**src/rtl/player_y_ctrl_if.sv**
```systemverilog
// Bundle between the pitch front end (get_height side) and the player vertical controller.
// The master drives height/frame_tick; the slave returns the sprite position and status.
interface player_y_ctrl_if;
  logic [9:0] height;
  logic       frame_tick;
  logic [9:0] player_y;
  logic       y_valid;
  logic       on_floor;
  logic       silent;

  modport master (
    output height,
    output frame_tick,
    input  player_y,
    input  y_valid,
    input  on_floor,
    input  silent
  );

  modport slave (
    input  height,
    input  frame_tick,
    output player_y,
    output y_valid,
    output on_floor,
    output silent
  );
endinterface

```
**src/rtl/player_y_ctrl.sv**
```systemverilog
// Per-frame player sprite vertical control: moving-average of pitch height, target mapping,
// slew-limited tracking, gravity while silent, clamped to [0, FLOOR_Y].
module player_y_ctrl #(
  parameter int unsigned SCREEN_H   = 480,
  parameter int unsigned PLAYER_H   = 32,
  parameter int unsigned AVG_LOG2   = 2,
  parameter int unsigned MAX_STEP   = 8,
  parameter int unsigned GRAVITY    = 4,
  parameter int unsigned SILENCE_TH = 10
) (
  input  logic           clk,
  input  logic           reset,
  player_y_ctrl_if.slave bus
);

  localparam int unsigned FloorY = SCREEN_H - PLAYER_H;
  localparam int unsigned Depth  = 1 << AVG_LOG2;
  localparam int unsigned SumW   = 10 + AVG_LOG2;

  // 11-bit copies so position arithmetic never wraps
  localparam logic [10:0] FloorW = 11'(FloorY);
  localparam logic [10:0] StepW  = 11'(MAX_STEP);
  localparam logic [10:0] GravW  = 11'(GRAVITY);
  localparam logic [9:0]  SilTh  = 10'(SILENCE_TH);

  typedef enum logic [1:0] {StIdle, StSum, StMove} state_e;

  state_e     state_q, state_d;
  logic [9:0] hist_q [Depth];
  logic [9:0] hist_d [Depth];
  logic [9:0] avg_q, avg_d;
  logic [9:0] target_q, target_d;
  logic       silent_q, silent_d;
  logic [9:0] player_y_q, player_y_d;
  logic       on_floor_q, on_floor_d;
  logic       y_valid_q, y_valid_d;

  logic [SumW-1:0] sum;
  logic [9:0]      avg_calc;
  logic [9:0]      target_calc;
  logic [10:0]     py_w, tgt_w, grav_y, diff, step, move_y;

  always_comb begin
    sum = '0;
    for (int i = 0; i < Depth; i++) begin
      sum = sum + SumW'(hist_q[i]);
    end
    avg_calc = 10'(sum >> AVG_LOG2);
    if ({1'b0, avg_calc} >= FloorW) begin
      target_calc = '0;
    end else begin
      target_calc = 10'(FloorW - {1'b0, avg_calc});
    end
  end

  // Next position for the MOVE edge; target never exceeds FLOOR_Y so tracking stays in range
  always_comb begin
    py_w   = {1'b0, player_y_q};
    tgt_w  = {1'b0, target_q};
    grav_y = py_w + GravW;
    diff   = '0;
    step   = '0;
    move_y = py_w;
    if (silent_q) begin
      move_y = (grav_y > FloorW) ? FloorW : grav_y;
    end else if (tgt_w > py_w) begin
      diff   = tgt_w - py_w;
      step   = (diff > StepW) ? StepW : diff;
      move_y = py_w + step;
    end else begin
      diff   = py_w - tgt_w;
      step   = (diff > StepW) ? StepW : diff;
      move_y = py_w - step;
    end
  end

  always_comb begin
    state_d    = state_q;
    hist_d     = hist_q;
    avg_d      = avg_q;
    target_d   = target_q;
    silent_d   = silent_q;
    player_y_d = player_y_q;
    on_floor_d = on_floor_q;
    y_valid_d  = 1'b0;
    unique case (state_q)
      StIdle: begin
        if (bus.frame_tick) begin
          hist_d[0] = bus.height;
          for (int i = 1; i < Depth; i++) begin
            hist_d[i] = hist_q[i-1];
          end
          state_d = StSum;
        end
      end
      StSum: begin
        avg_d    = avg_calc;
        target_d = target_calc;
        silent_d = (avg_calc < SilTh);
        state_d  = StMove;
      end
      StMove: begin
        player_y_d = 10'(move_y);
        on_floor_d = (move_y == FloorW);
        y_valid_d  = 1'b1;
        state_d    = StIdle;
      end
      default: state_d = StIdle;
    endcase
  end

  always_ff @(posedge clk) begin
    if (reset) begin
      state_q    <= StIdle;
      hist_q     <= '{default: '0};
      avg_q      <= '0;
      target_q   <= '0;
      silent_q   <= 1'b1;
      player_y_q <= 10'(FloorY);
      on_floor_q <= 1'b1;
      y_valid_q  <= 1'b0;
    end else begin
      state_q    <= state_d;
      hist_q     <= hist_d;
      avg_q      <= avg_d;
      target_q   <= target_d;
      silent_q   <= silent_d;
      player_y_q <= player_y_d;
      on_floor_q <= on_floor_d;
      y_valid_q  <= y_valid_d;
    end
  end

  assign bus.player_y = player_y_q;
  assign bus.y_valid  = y_valid_q;
  assign bus.on_floor = on_floor_q;
  assign bus.silent   = silent_q;

endmodule

```
**src/flat_wrapper.sv**
```systemverilog
// flat-port wrapper written by rule: the top's interface ports become plain ports
module player_y_ctrl_flat 
#(
  parameter int unsigned SCREEN_H   = 480,
  parameter int unsigned PLAYER_H   = 32,
  parameter int unsigned AVG_LOG2   = 2,
  parameter int unsigned MAX_STEP   = 8,
  parameter int unsigned GRAVITY    = 4,
  parameter int unsigned SILENCE_TH = 10
)
  (clk, reset, bus_height, bus_frame_tick, bus_player_y, bus_y_valid, bus_on_floor, bus_silent);
  player_y_ctrl_if bus_i ();
  input  logic clk;
  input  logic reset;
  input wire logic [$bits(bus_i.height)-1:0] bus_height;
  input wire logic [$bits(bus_i.frame_tick)-1:0] bus_frame_tick;
  output wire logic [$bits(bus_i.player_y)-1:0] bus_player_y;
  output wire logic [$bits(bus_i.y_valid)-1:0] bus_y_valid;
  output wire logic [$bits(bus_i.on_floor)-1:0] bus_on_floor;
  output wire logic [$bits(bus_i.silent)-1:0] bus_silent;
  assign bus_i.height = bus_height;
  assign bus_i.frame_tick = bus_frame_tick;
  assign bus_player_y = bus_i.player_y;
  assign bus_y_valid = bus_i.y_valid;
  assign bus_on_floor = bus_i.on_floor;
  assign bus_silent = bus_i.silent;
  player_y_ctrl #(.SCREEN_H(SCREEN_H), .PLAYER_H(PLAYER_H), .AVG_LOG2(AVG_LOG2), .MAX_STEP(MAX_STEP), .GRAVITY(GRAVITY), .SILENCE_TH(SILENCE_TH)) u_core (.clk(clk), .reset(reset), .bus(bus_i));
endmodule
```
**config.mk**
```make
export PLATFORM = sky130hd
export DESIGN_NAME = player_y_ctrl_flat
export DESIGN_NICKNAME = d
export VERILOG_FILES = /design/src/rtl/player_y_ctrl_if.sv /design/src/rtl/player_y_ctrl.sv /design/src/flat_wrapper.sv
export SDC_FILE = /design/constraint.sdc
export NUM_CORES = 1
export LEC_CHECK = 0
export BUFFER_PORTS_ARGS = -buffer_cell sky130_fd_sc_hd__buf_2
export CELL_PAD_IN_SITES_DETAIL_PLACEMENT = 0
export CELL_PAD_IN_SITES_GLOBAL_PLACEMENT = 1
export CORE_MARGIN = 3
export CORE_UTILIZATION = 30
export DETAILED_ROUTE_END_ITERATION = 7
export PLACE_DENSITY = 0.6
export RECOVER_POWER = 100
export SYNTH_ARGS = -nofsm -noshare
export SYNTH_HDL_FRONTEND = slang
export SYNTH_SLANG_ARGS = --single-unit
```
**constraint.sdc**
```tcl
create_clock -name clk -period 5.3 [get_ports clk]
set_input_delay 0.265 -clock clk [delete_from_list [all_inputs] [get_ports clk]]
set_output_delay 0.265 -clock clk [all_outputs]
set_load 0.02 [all_outputs]
```
==> reports/summary.md <==
The logs give 0.34 ns for the clock latency of the later-clocked register in the worst-skew pair and 0.0280 for the met3 track demand over resource in global routing. Summing all flip-flop and latch instances after layout gives 1310 sq um. For this run, the number of Yosys warnings is 0.

Across the VDD grid, the largest voltage drop is 0.000187 V. Ranked by total cell area, the synthesized netlist is headed by sky130_fd_sc_hd__dfxtp_1 24%, sky130_fd_sc_hd__ha_1 12%, sky130_fd_sc_hd__nand2_1 7.7%. The floorplan core area is 17,500 sq um, and the part of the power in the clock network is 0.409. On the final layout, the worst clock skew is 0.00826 ns. The logs give 0.00155 W for the overall power consumption and 0 ns for the total negative setup slack. Total of fill cells in the finished design: 1,874. For this run, the leading register cell type out of synthesis is sky130_fd_sc_hd__dfxtp_1. The average cell area after synthesis is 7.60 sq um, and the number of buffers inserted during clock tree synthesis is 9.

For the maximum buffer depth of the clock tree, the log shows 2. The worst hold-check path type was input port to register. The share of layout cells above drive strength 1 is 0.109, and the flop and latch count out of synthesis is 65. The logs give 5420 sq um for the total standard cell area after synthesis and 54 for the pin count of the biggest net entering global routing.

The final reports fail on max-capacitance violations, max-slew violations. The share of synthesized registers carrying an async set or reset is 0, and the via count of the first global-routing pass is 4,778. Internal power comes to 0.00105 W. The tools report the number of remaining DRC errors as 0.

Average wire per cell in the routed design: 15.1 um. The share of synthesized area occupied by flip-flops and latches was 0.240. The global routing met2 resource utilization was 0.246; the sequential share of power was 0.338. Using the TritonRoute via totals, the vias-per-cell ratio works out to 5.09.

The share of total power consumed by net switching is 0.320. The total overflow left after global routing is 0. Measured along the y axis, the die boundary spans 140 um. The fmax is 199 MHz, and the post-synthesis cell count is 713. Max-slew headroom at the worst pin: -0.221.

The ratio of final minimum period to clock period was 0.950. Summed over all cells, the static leakage comes to 2.58 nW. CTS built an H-tree with a depth of 3. The detailed router finished its first iteration with 205 violations. met2 is the most crowded layer.

Setup repair after global routing left no endpoint under its margin. Along the worst hold path, the cell count comes to 3. Of all nets on the critical path, the largest fanout is 8. The minimum clock period was 5.04 ns; the number of vias in the routed layout was 4,964.

The max-capacitance violation count came out at 1. The biggest area contributor in the post-synthesis netlist is sky130_fd_sc_hd__dfxtp_1. After legalization and detailed placement, the total HPWL measured 11,300 um. The standard-cell row count was 48; the floorplan die width was 140 um.

The worst setup path is of the register to register kind. For the worst setup path, the data required time is 5.52 ns. Port buffering added 25 buffers.

The initial antenna violation count is 0, and the growth of design area from synthesis to finish is 15.4%. The initial core utilization is 0.310, and the first-pass iteration count of the detailed router is 5. The share of power burned in combinational logic was 0.253; the final-report hold violation count was 0. The count of boundary I/O pins is 26.

Once detail routing completed, the nets flagged for antenna violations numbered 0. The endpoint arrival time on the critical path is 5.26 ns. Global-route met1 utilization: 0.207. The run gives 14,700 um as the wire length after detailed routing. In the final layout, the multi-input gates occupy 3770 sq um. TritonCTS built the clock tree.

The run finished, with violations left. In the final design database the tool counted 826 nets. The die covers 19,700 sq um. For the pin with the worst max-slew slack, the measured transition is 1.83 ns. The proportion of netlist area held by the largest area contributor is 0.240.

The CTS sink count is 65, and the hold-fix buffer count after cts is 0. The global router's overall resource usage is 0.152. Synthesis produced a netlist with a net count of 794.

The run gives 0.881 as the placer's final routability congestion estimate. The first global-routing pass estimated 24,600 um of wire. The tools report the count of distinct cell types in the synthesized netlist as 68. For the max-slew violation total from the final report, the log shows 42. The capturing element type of the critical path is a register. Kind of start point of the critical path: a register. The clock-pin slew of the registers on the worst-case setup and hold paths was 0.06 ns.

In this run the power density over the cells is 247 nW/um^2. The net load switching power was 0.000495 W. The root buffer selected by CTS was sky130_fd_sc_hd__clkbuf_16. The tools report the number of endpoints failing setup at the final stage as 0. For the worst flop-to-flop path, the logic depth is 20. 0 antenna diodes ended up in the layout. Counting flops with a built-in enable in the synthesized netlist gives 0.
==> registers in the layout, summed over array words and instances, names as in the netlist <==
name and count:
u_core.hist_q 40, u_core.bus.player_y 10, u_core.target_q 10, u_core.state_q 2
u_core.bus.on_floor 1, u_core.bus.silent 1, u_core.bus.y_valid 1
==> placed cells by master, fill, tap and decap left out, drive strengths merged, types with 11 or more instances in the layout <==
cell type,instances
xor2,15
clkbuf,26
ha,54
dfxtp,65
nand2b,11
inv,75
nor2,46
a21o,12
o21ai,30
o21a,12
fa,14
nand2,111
a21oi,82
xnor2,19
buf,37
nor3,12
==> timing repair <==
item,CTS,global route
setup endpoints to repair,1,3
pin swaps,0,10
endpoints found under the hold margin,0,0
setup buffers,0,2
resized for setup,1,21
==> power by group through the flow <==
stage / clock (W) / combinational, W / sequential [W]
global route: 0.000675 / 0.000438 / 0.000526
finish: 0.000634 / 0.000391 / 0.000524
floorplan: 0 / 0.000277 / 0.000534
detailed placement: 0 / 0.000384 / 0.000535
CTS: 0.000651 / 0.000386 / 0.000524
global placement: 0 / 0.000382 / 0.000534
==> cell families after synthesis <==
kind of cell | Yosys count | synth area share
xor gates and xnor gates | 34 | 0.0549
adders and majority gates | 68 | 0.176
and+or+nand+nor | 235 | 0.201
DFF | 65 | 0.240
buffers and inverters | 105 | 0.0787
muxes | 4 | 0.00739
AOI/OAI and AO/OA | 202 | 0.241
==> layout make-up <==
cell class / instances / area share
sequential: 65 / 0.209
clock inverter: 5 / 0.0100
multi-input combinational: 543 / 0.603
tap: 225 / 0.0450
clock buffer: 11 / 0.0404
timing repair buffer: 52 / 0.0482
inverter: 74 / 0.0444
==> through the flow <==
stage | std cells | setup WS, ns | cell area, sq um | util | hold WS [ns]
2_1_floorplan | 713 | 0.163 | 5420 | - | 0.401
3_3_place_gp | 957 | 0.121 | 5870 | 0.336 | 0.442
3_5_place_dp | 957 | 0.0264 | 5870 | 0.336 | 0.450
4_1_cts | 973 | 0.0800 | 6190 | 0.354 | 0.155
5_1_grt | 975 | 0.00162 | 6260 | 0.358 | 0.169
6_report | 975 | 0.264 | 6260 | 0.358 | 0.162
==> critical path, cell delays in order, from the launching register on <==
cell,delay (ns)
sky130_fd_sc_hd__dfxtp_1,0.32
sky130_fd_sc_hd__inv_1,0.07
sky130_fd_sc_hd__ha_1,0.46
sky130_fd_sc_hd__nand2_1,0.15
sky130_fd_sc_hd__o21ai_0,0.22
sky130_fd_sc_hd__o31a_2,0.20
sky130_fd_sc_hd__mux2i_1,0.08
sky130_fd_sc_hd__or4_4,0.60
sky130_fd_sc_hd__or3_1,0.38
sky130_fd_sc_hd__ha_2,0.21
sky130_fd_sc_hd__xnor2_2,0.14
sky130_fd_sc_hd__a22oi_2,0.17
sky130_fd_sc_hd__ha_4,0.25
sky130_fd_sc_hd__nor2b_2,0.15
sky130_fd_sc_hd__o31a_1,0.35
sky130_fd_sc_hd__or4_1,0.44
sky130_fd_sc_hd__a31oi_2,0.23
sky130_fd_sc_hd__o21bai_2,0.16
sky130_fd_sc_hd__nor2_1,0.07
sky130_fd_sc_hd__a31oi_2,0.19
sky130_fd_sc_hd__nor3_2,0.07
==> routing by layer <==
| layer | wire length, um | up-vias |
|---|---|---|
| met2 | 6820 | 99 |
| met5 | 0 | - |
| met1 | 7030 | 2324 |
| met4 | 297 | 0 |
| li1 | - | 2522 |
| met3 | 599 | 19 |
==> cell usage after synthesis (2+ instances only) <==
cell / instances
sky130_fd_sc_hd__nor3_1: 12
sky130_fd_sc_hd__nor2_1: 46
sky130_fd_sc_hd__nand2_1: 111
sky130_fd_sc_hd__buf_2: 4
sky130_fd_sc_hd__nor3b_1: 3
sky130_fd_sc_hd__nand2b_1: 11
sky130_fd_sc_hd__fa_1: 14
sky130_fd_sc_hd__a21oi_1: 81
sky130_fd_sc_hd__nand3_1: 9
sky130_fd_sc_hd__a211o_1: 3
sky130_fd_sc_hd__xor2_1: 15
sky130_fd_sc_hd__o31ai_1: 7
sky130_fd_sc_hd__o21ai_0: 28
sky130_fd_sc_hd__nor2b_1: 7
sky130_fd_sc_hd__a211oi_1: 4
sky130_fd_sc_hd__o41ai_1: 2
sky130_fd_sc_hd__or3_1: 7
sky130_fd_sc_hd__o21ai_1: 2
sky130_fd_sc_hd__buf_4: 3
sky130_fd_sc_hd__a41oi_1: 2
sky130_fd_sc_hd__buf_6: 2
sky130_fd_sc_hd__ha_1: 54
sky130_fd_sc_hd__or4_1: 3
sky130_fd_sc_hd__inv_1: 74
sky130_fd_sc_hd__a2111oi_0: 2
sky130_fd_sc_hd__o31a_1: 3
sky130_fd_sc_hd__clkbuf_1: 20
sky130_fd_sc_hd__o211ai_1: 8
sky130_fd_sc_hd__mux2i_1: 4
sky130_fd_sc_hd__nand4_1: 5
sky130_fd_sc_hd__dfxtp_1: 65
sky130_fd_sc_hd__o21bai_1: 5
sky130_fd_sc_hd__and2_1: 2
sky130_fd_sc_hd__nand3b_1: 2
sky130_fd_sc_hd__xnor2_1: 19
sky130_fd_sc_hd__nor4_1: 6
sky130_fd_sc_hd__a31oi_1: 6
sky130_fd_sc_hd__or2_2: 2
sky130_fd_sc_hd__o311ai_0: 3
sky130_fd_sc_hd__o21a_1: 12
sky130_fd_sc_hd__and3_1: 4
sky130_fd_sc_hd__a21o_1: 12
sky130_fd_sc_hd__a22o_1: 3
sky130_fd_sc_hd__o2111ai_1: 2
==> worst paths after layout <==
check | start | endpoint | slack (ns)
max | u_core.bus.player_y[5] | u_core.bus.on_floor | 0.26
min | bus_height[6] | u_core.hist_q[36] | 0.16
min reg2reg | u_core.hist_q[7] | u_core.hist_q[7] | 0.46
max reg2reg | u_core.bus.player_y[5] | u_core.bus.on_floor | 0.26
Note: power is estimated with default switching activity, not from simulation.
